$ cat config.mk
export PLATFORM = sky130hd
export DESIGN_NAME = demux18_tdm_flat
export DESIGN_NICKNAME = d
export VERILOG_FILES = /design/src/rtl/demux18_tdm_if.sv /design/src/rtl/demux18_tdm.sv /design/src/flat_wrapper.sv
export SDC_FILE = /design/constraint.sdc
export NUM_CORES = 1
export LEC_CHECK = 0
export CAP_MARGIN = 25
export CORE_UTILIZATION = 46
export DETAILED_ROUTE_END_ITERATION = 7
export GPL_TIMING_DRIVEN = 0
export PLACE_DENSITY_LB_ADDON = 0.08
export RECOVER_POWER = 50
export SETUP_SLACK_MARGIN = 0.3
export SLEW_MARGIN = 20
export SYNTH_ARGS = -nofsm -noshare
export SYNTH_HDL_FRONTEND = slang
export SYNTH_SLANG_ARGS = --single-unit
$ cat constraint.sdc
create_clock -name clk -period 1.76 [get_ports clk]
set_input_delay 0.176 -clock clk [delete_from_list [all_inputs] [get_ports clk]]
set_output_delay 0.176 -clock clk [all_outputs]
set_load 0.01 [all_outputs]
$ cat src/rtl/demux18_tdm_if.sv
// -----------------------------------------------------------------------------
// demux18_tdm_if
//  Signal bundle for the demux18_tdm serial-to-channel distributor.
//  Serial input side : din, din_valid, mode, s2/s1/s0, sync
//  Channel outputs   : y (per-channel registers), ch (auto-mode pointer)
//  Frame port        : frame, frame_valid -> / <- frame_ready (valid/ready)
//  Status            : overrun (sticky) / clr_ovr
//  master = the side that produces the serial stream and consumes frames,
//  slave  = the demultiplexer itself.
// -----------------------------------------------------------------------------
interface demux18_tdm_if #(
  parameter int NCH  = 8,
  parameter int SELW = 3
);
  logic            din;
  logic            din_valid;
  logic            mode;
  logic            s2;
  logic            s1;
  logic            s0;
  logic            sync;
  logic [NCH-1:0]  y;
  logic [SELW-1:0] ch;
  logic [NCH-1:0]  frame;
  logic            frame_valid;
  logic            frame_ready;
  logic            overrun;
  logic            clr_ovr;

  modport master (
    output din, din_valid, mode, s2, s1, s0, sync, frame_ready, clr_ovr,
    input  y, ch, frame, frame_valid, overrun
  );

  modport slave (
    input  din, din_valid, mode, s2, s1, s0, sync, frame_ready, clr_ovr,
    output y, ch, frame, frame_valid, overrun
  );
endinterface

$ cat src/rtl/demux18_tdm.sv
// -----------------------------------------------------------------------------
// demux18_tdm
//  Registered 1-to-NCH demultiplexer. A serial bit stream is steered onto NCH
//  channel registers, either by a rotating channel pointer (auto/TDM mode,
//  mode=0) or by the external select {s2,s1,s0} (addressed mode, mode=1).
//  In auto mode every completed NCH-bit frame is offered on a valid/ready
//  port; a frame completing while the previous one is still unconsumed is
//  dropped and flagged on the sticky overrun bit.
//  Ports:
//   clk    - clock, all state updates on the rising edge
//   rst_n  - asynchronous active-low reset
//   bus    - demux18_tdm_if.slave (stream in, channels/frame/status out)
//  NCH must equal 2**SELW and be at least 2.
// -----------------------------------------------------------------------------
module demux18_tdm #(
  parameter int NCH  = 8,
  parameter int SELW = 3
) (
  input logic          clk,
  input logic          rst_n,
  demux18_tdm_if.slave bus
);

  localparam logic [SELW-1:0] LAST_CH = SELW'(NCH - 1);

  logic [NCH-1:0]  y_q,     y_n;
  logic [SELW-1:0] ch_q,    ch_n;
  logic [NCH-1:0]  frame_q, frame_n;
  logic            fv_q,    fv_n;
  logic            ovr_q,   ovr_n;

  logic [SELW-1:0] sel;
  logic            auto_take;
  logic            frame_done;
  logic            frame_drop;

  assign sel       = {bus.s2, bus.s1, bus.s0};
  assign auto_take = bus.din_valid & ~bus.mode;
  // sync wins over rotation, so a bit arriving with sync never closes a frame.
  assign frame_done = auto_take & ~bus.sync & (ch_q == LAST_CH);
  // The pending frame survives only if it is not being consumed on this edge.
  assign frame_drop = frame_done & fv_q & ~bus.frame_ready;

  // NOTE: every variable gets its hold value first so no path leaves it
  // unassigned; without these defaults this block would infer latches.
  always_comb begin
    y_n     = y_q;
    ch_n    = ch_q;
    frame_n = frame_q;
    fv_n    = fv_q;
    ovr_n   = ovr_q;

    // Channel steering.
    if (bus.din_valid) begin
      if (bus.mode)      y_n[sel]  = bus.din;
      else if (bus.sync) y_n[0]    = bus.din;
      else               y_n[ch_q] = bus.din;
    end

    // Channel pointer: natural SELW-bit wrap since NCH == 2**SELW.
    if (bus.sync)     ch_n = auto_take ? SELW'(1) : '0;
    else if (auto_take) ch_n = ch_q + SELW'(1);

    // Output handshake: a new frame may replace one being accepted this edge.
    if (frame_done && !frame_drop) begin
      frame_n           = y_q;
      frame_n[NCH-1]    = bus.din;
      fv_n              = 1'b1;
    end else if (fv_q && bus.frame_ready) begin
      fv_n = 1'b0;
    end

    // Set beats clear on the same edge.
    if (frame_drop)       ovr_n = 1'b1;
    else if (bus.clr_ovr) ovr_n = 1'b0;
  end

  // NOTE: state registers use non-blocking assignments so every register
  // samples the pre-edge values regardless of statement order.
  always_ff @(posedge clk or negedge rst_n) begin
    if (!rst_n) begin
      y_q     <= '0;
      ch_q    <= '0;
      frame_q <= '0;
      fv_q    <= 1'b0;
      ovr_q   <= 1'b0;
    end else begin
      y_q     <= y_n;
      ch_q    <= ch_n;
      frame_q <= frame_n;
      fv_q    <= fv_n;
      ovr_q   <= ovr_n;
    end
  end

  assign bus.y           = y_q;
  assign bus.ch          = ch_q;
  assign bus.frame       = frame_q;
  assign bus.frame_valid = fv_q;
  assign bus.overrun     = ovr_q;

endmodule
$ cat src/flat_wrapper.sv
// flat-port wrapper written by rule: the top's interface ports become plain ports
module demux18_tdm_flat 
#(
  parameter int NCH  = 8,
  parameter int SELW = 3
)
  (clk, rst_n, bus_din, bus_din_valid, bus_mode, bus_s2, bus_s1, bus_s0, bus_sync, bus_frame_ready, bus_clr_ovr, bus_y, bus_ch, bus_frame, bus_frame_valid, bus_overrun);
  demux18_tdm_if #(.NCH(NCH), .SELW(SELW)) bus_i ();
  input logic clk;
  input logic rst_n;
  input wire logic [$bits(bus_i.din)-1:0] bus_din;
  input wire logic [$bits(bus_i.din_valid)-1:0] bus_din_valid;
  input wire logic [$bits(bus_i.mode)-1:0] bus_mode;
  input wire logic [$bits(bus_i.s2)-1:0] bus_s2;
  input wire logic [$bits(bus_i.s1)-1:0] bus_s1;
  input wire logic [$bits(bus_i.s0)-1:0] bus_s0;
  input wire logic [$bits(bus_i.sync)-1:0] bus_sync;
  input wire logic [$bits(bus_i.frame_ready)-1:0] bus_frame_ready;
  input wire logic [$bits(bus_i.clr_ovr)-1:0] bus_clr_ovr;
  output wire logic [$bits(bus_i.y)-1:0] bus_y;
  output wire logic [$bits(bus_i.ch)-1:0] bus_ch;
  output wire logic [$bits(bus_i.frame)-1:0] bus_frame;
  output wire logic [$bits(bus_i.frame_valid)-1:0] bus_frame_valid;
  output wire logic [$bits(bus_i.overrun)-1:0] bus_overrun;
  assign bus_i.din = bus_din;
  assign bus_i.din_valid = bus_din_valid;
  assign bus_i.mode = bus_mode;
  assign bus_i.s2 = bus_s2;
  assign bus_i.s1 = bus_s1;
  assign bus_i.s0 = bus_s0;
  assign bus_i.sync = bus_sync;
  assign bus_i.frame_ready = bus_frame_ready;
  assign bus_i.clr_ovr = bus_clr_ovr;
  assign bus_y = bus_i.y;
  assign bus_ch = bus_i.ch;
  assign bus_frame = bus_i.frame;
  assign bus_frame_valid = bus_i.frame_valid;
  assign bus_overrun = bus_i.overrun;
  demux18_tdm #(.NCH(NCH), .SELW(SELW)) u_core (.clk(clk), .rst_n(rst_n), .bus(bus_i));
endmodule
==> reports/results.ini <==
[outcome]
status=finished, final reports clean

[clock_tree]
cts_inserted_buffers=3
h-tree-depth=1
clk_latency_ns=0.30
cts_tree=yes
cts_sinks=21
clk_pin_slew_ns=0.12
clockBufferDepth=2
clock-root-buffer=clkbuf_4

[power]
p_leak_nw=0.672
power_density_mw_per_mm2=709
peakVddDrop_mv=0.658
p_total_mw=1.11

[final_layout]
diodes=0
fill_cells=179
syn_to_final_growth_pct=44.4
nNetsFinal=137
post-route-cell-area_mm2=0.00157
drive_gt1_share_pct=32.5

[sta]
hold_viol=0
setup_viol=0
post-route-period-util_pct=85.5
max_clock_freq_ghz=0.664
worstMarginPinSlew_ns=0.476
rsz0062_at_grt=true
holdWs_ns=0.346
slew_headroom_pct=68.3
clock_skew_ns=0.00193
fin_tns_setup_ns=0
final_max_slew_viol_count=0
period_needed_ns=1.50
setup_slack_ns=0.255

[placed_design]
dp_hpwl_um=1580
io_buffers=30
place_area_mm2=0.00143
dp_slack_ns=0.0617
gp_congestion=0.776

[grt]
grt_pass1_vias=880
antenna_found_initial=0
grt_max_degree=22
grt_pass1_wl_um=4000
grt-ovfl-total=0
track_usage_pct=21.9

[die]
dieHeight_um=50.6
rows=17
ios=32
dieArea_mm2=0.00256
die_width_um=50.6
initial_core_util_pct=49.2
core_area_mm2=0.00221

[yosys]
synthesis.area_mm2=0.00109
synthArstFlopShare_pct=100
ys_seq_area_share_pct=48.3
avgSynthCellArea_um2=13.4
syn_inst=81
ys.flop_type=dfrtp_1
ys_ff_latch=21
ys_types=28
synth_edf_count=0
yosysWarnings=0
syn_nets=94

[detailed_routing]
drc=0
wl_per_cell_um=15.8
first_iter_violations=13
first_pass_iters=3
via_per_inst=5.66
ant_nets=0
wl_um=2380
via_count=855

[worst_setup_path]
critPathLaunchType=register
cp_max_fo=8
critPathCaptureType=register
critPathKind=register to register
cp_data_arrival_time_ns=1.71
cp.required_ns=1.96

[flow_run]
maxCapViolations=0

[hold_path]
min_path_type=input port to async pin

[layer usage]
| layer | global-route usage [%] | part of all wire (%) |
|---|---|---|
| met1 | 25.2 | 41 |
| met2 | 36.7 | 52 |
| met3 | 4.55 | 4.5 |
| met4 | 13.9 | 2.8 |
| met5 | 0 | 0 |
[registers in the layout (all words and copies together) (netlist names)]
name / cells
u_core.bus.ch: 3
u_core.bus.frame: 8
u_core.bus.frame_valid: 1
u_core.bus.overrun: 1
u_core.bus.y: 8
[power by group]
group | total, mW | internal [mW] | switching (mW)
Combinational | 0.302 | 0.181 | 0.121
Clock | 0.234 | 0.0849 | 0.150
Sequential | 0.578 | 0.537 | 0.0417
[synth_stat cells, types with 2 or more instances]
cell type / number / share of area [%]
o211ai_1: 7 / 4.8
nor4bb_1: 4 / 3.7
nor4b_1: 2 / 1.6
mux2_2: 14 / 14
mux2i_1: 2 / 1.8
dfrtp_1: 21 / 48
nand2b_1: 2 / 1.1
and4bb_2: 2 / 2.3
buf_6: 2 / 2.1
mux2_1: 2 / 2.1
and4b_1: 4 / 3.7
ha_1: 2 / 2.3
nor2_1: 2 / 0.69
[placed cells by master, fill, tap and decap left out, types with 4 or more instances in the layout]
cell type        synthesis  final
buf_6                    2      4
mux2_2                  14     11
o211ai_1                 7      7
dfrtp_1                 21     19
and4b_1                  4      4
buf_4                    0      4
clkdlybuf4s50_1          0     22
clkdlybuf4s25_1          0      6
[final timing paths]
path,startpoint,endpoint,slack (ns),cells past startpoint
worst min-delay path,rst_n,u_core.bus.y[2],0.35,2
worst max-delay path,u_core.bus.ch[0],u_core.bus.frame[4],0.26,4
worst max register to register,u_core.bus.ch[0],u_core.bus.frame[4],0.26,4
max in group asynchronous,rst_n,u_core.bus.ch[1],1.06,2
worst min register to register,u_core.bus.frame[6],u_core.bus.frame[6],0.52,1
min in group clk,bus_mode,u_core.bus.frame_valid,0.36,5
[worst max-delay path: stages, from the launching register on]
cell and delay, ns:
dfrtp_1 0.45, ha_1 0.23, ha_4 0.16, nand4_4 0.19, mux2_4 0.36
[final cells by class]
type | count | area, um2 | area share (%)
plain buffers | 3 | 26.3 | 1.67
clock buffers | 3 | 22.5 | 1.43
clock inverters | 1 | 5.00 | 0.318
inverters | 1 | 3.75 | 0.239
multi-input cells | 56 | 574 | 36.5
flip-flops and latches | 21 | 528 | 33.6
well taps | 28 | 35.0 | 2.23
repair buffers | 38 | 377 | 24.0
[what timing repair did]
item / CTS / global route
resized for setup: 6 / 14
endpoints found under the hold margin: 0 / 21
pin swaps: 1 / 3
setup buffers: 6 / 1
hold buffers: 0 / 1
endpoints found under the setup margin: 13 / 23
[logic make-up (layout without fill, tap and decap cells)]
family	Yosys count	after routing	share of synthesized area, %
DFF	21	21	48.3
adders and majority gates	2	2	2.30
AOI/OAI and AO/OA	10	10	6.90
buffers and inverters	4	46	2.87
xor gates and xnor gates	1	1	0.805
and+or+nand+nor	25	25	20.5
muxes	18	18	18.4
[metrics by stage]
stage | std cells | utilization (%)
3_3_place_gp | 139 | 64.5
6_report | 151 | 71.0
3_5_place_dp | 139 | 64.5
2_1_floorplan | 81 | -
4_1_cts | 149 | 68.9
5_1_grt | 151 | 71.0
Note: power is estimated with default switching activity, not from simulation.
==> variant: new RTL, config.mk and constraints unchanged <==
Reset style: synchronous (`rst_n`), changed in one clocked block. Comments in the files are not updated.
--- a/src/rtl/demux18_tdm.sv
+++ b/src/rtl/demux18_tdm.sv
@@ -79,3 +79,3 @@
   // samples the pre-edge values regardless of statement order.
-  always_ff @(posedge clk or negedge rst_n) begin
+  always_ff @(posedge clk) begin
     if (!rst_n) begin
Check against the original RTL: differs if rst_n is asserted again (counterexample within 4 cycles, from zero or initial values and one cycle with rst_n low); with rst_n held inactive, the same outputs for 10 cycles.
==> variant against the original RTL <==
Clock skew decreased by 1.2 ps. Design area decreased by 3.6%. Highest routed layer unchanged. Area after synthesis increased by 0.34%. Synthesized cell count increased by 41%. Critical endpoint is now u_core.bus.frame[0]$_SDFFE_PN0P_. Sequential cell count unchanged. Largest cell class unchanged. Routed wire length decreased by 0.88%. Non-clock buffer count increased by 4. Critical path type unchanged. Setup slack improved by 5.7 ps.
Power is not compared: it rests on default switching activity, and its combinational part moved more than twofold at a synthesized area within 25%.
==> variant: results (changes against the original RTL) <==
Outcome
  – Status: complete, no violations

Detailed routing
  – Met1 WL: 1040 microns (+7.0%)
  – First drt pass iteration count: 5 (+2)
  – Routed Wire Length: 2360 microns (-0.88%)
  – Starting DRT DRC Count: 12 (-1)
  – Via Count: 997 (+17%)
  – Routed length on met2: 1150 microns (-6.6%)

Yosys
  – Seq/Total Area, Yosys: 38.5% (-9.8 points)
  – Post-Synth XOR/XNOR Area: 0.802% (-0.0028 points)
  – Syn Nets: 127 (+35%)
  – Fraction of synthesized area in multiplexers: 9.16% (-9.2 points)
  – Commonest cells in the netlist: 21 x dfxtp_1, 10 x mux2i_1, 9 x nand2_1

GRT
  – Grt met1 use: 24.6% (-0.65 points)
  – Met3 Usage GRT: 3.64% (-0.91 points)
  – Total global-route track usage: 20.7% (-1.2 points)
  – Pin count of the biggest net entering global routing: 12 (-45%)

Cells and area
  – Layout cell share with drive strength beyond 1: 9.68% (-23 points)
  – Fillers: 201 (+12%)
  – Nets: 169 (+23%)

STA
  – Slew of the pin with the lowest slew margin: 425 ps (-51.2 ps)
  – Final setup skew: 0.773 ps (-1.16 ps)

Worst setup path
  – Crit-path max FO: 10 (+2)

Clock tree
  – Post-CTS setup repair buffer count: 3 (-3)
  – Post-CTS sizing: 8 (+2)

Placed design
  – GPL Wtd Cong: 0.740 (-4.6%)
==> variant: cell count changes after synthesis, moves of 5 or more <==
cell | unedited run | this run
dfrtp_1 | 21 | 0
dfxtp_1 | 0 | 21
nand3_1 | 1 | 8
mux2_2 | 14 | 0
a21boi_0 | 0 | 5
o21ai_0 | 0 | 8
mux2i_1 | 2 | 10
nand2_1 | 1 | 9
==> variant: final timing paths <==
kind,startpoint,endpoint,slack (ps),cells past startpoint
hold reg to reg,u_core.bus.frame[2]$_SDFFE_PN0P_,u_core.bus.frame[2]$_SDFFE_PN0P_,480,2
hold / removal,bus_din,u_core.bus.frame[7]$_SDFFE_PN0P_,460,3
setup / recovery,u_core.bus.ch[1]$_SDFFE_PN0P_,u_core.bus.frame[0]$_SDFFE_PN0P_,260,6
setup reg to reg,u_core.bus.ch[1]$_SDFFE_PN0P_,u_core.bus.frame[0]$_SDFFE_PN0P_,260,6
==> variant: stage by stage <==
stage               hold slack (ps)  worst slack (ps)  util, %  cells  total power, mW
floorplan                       323               333        -    114            0.549
global route                    492               151     67.8    183            0.863
finish                          462               261     67.8    183            0.817
detailed placement              466               137     64.4    173            0.598
global placement                449               186     64.4    173            0.596
CTS                             452               304     67.3    180            0.824
==> variant: area by class of cell <==
class / count / area (sq um) / area share, %
sequential: 21 / 428 / 28.2
buffer: 8 / 56.3 / 3.72
clock buffer: 4 / 26.3 / 1.73
timing repair buffer: 37 / 349 / 23.0
inverter: 1 / 3.75 / 0.248
multi-input combinational: 84 / 617 / 40.7
tap: 28 / 35.0 / 2.31
==> variant: power by group <==
part	total, mW	internal, mW	switching [mW]
sequential	0.483	0.478	0.00534
combinational	0.105	0.0594	0.0460
clock	0.228	0.0883	0.140
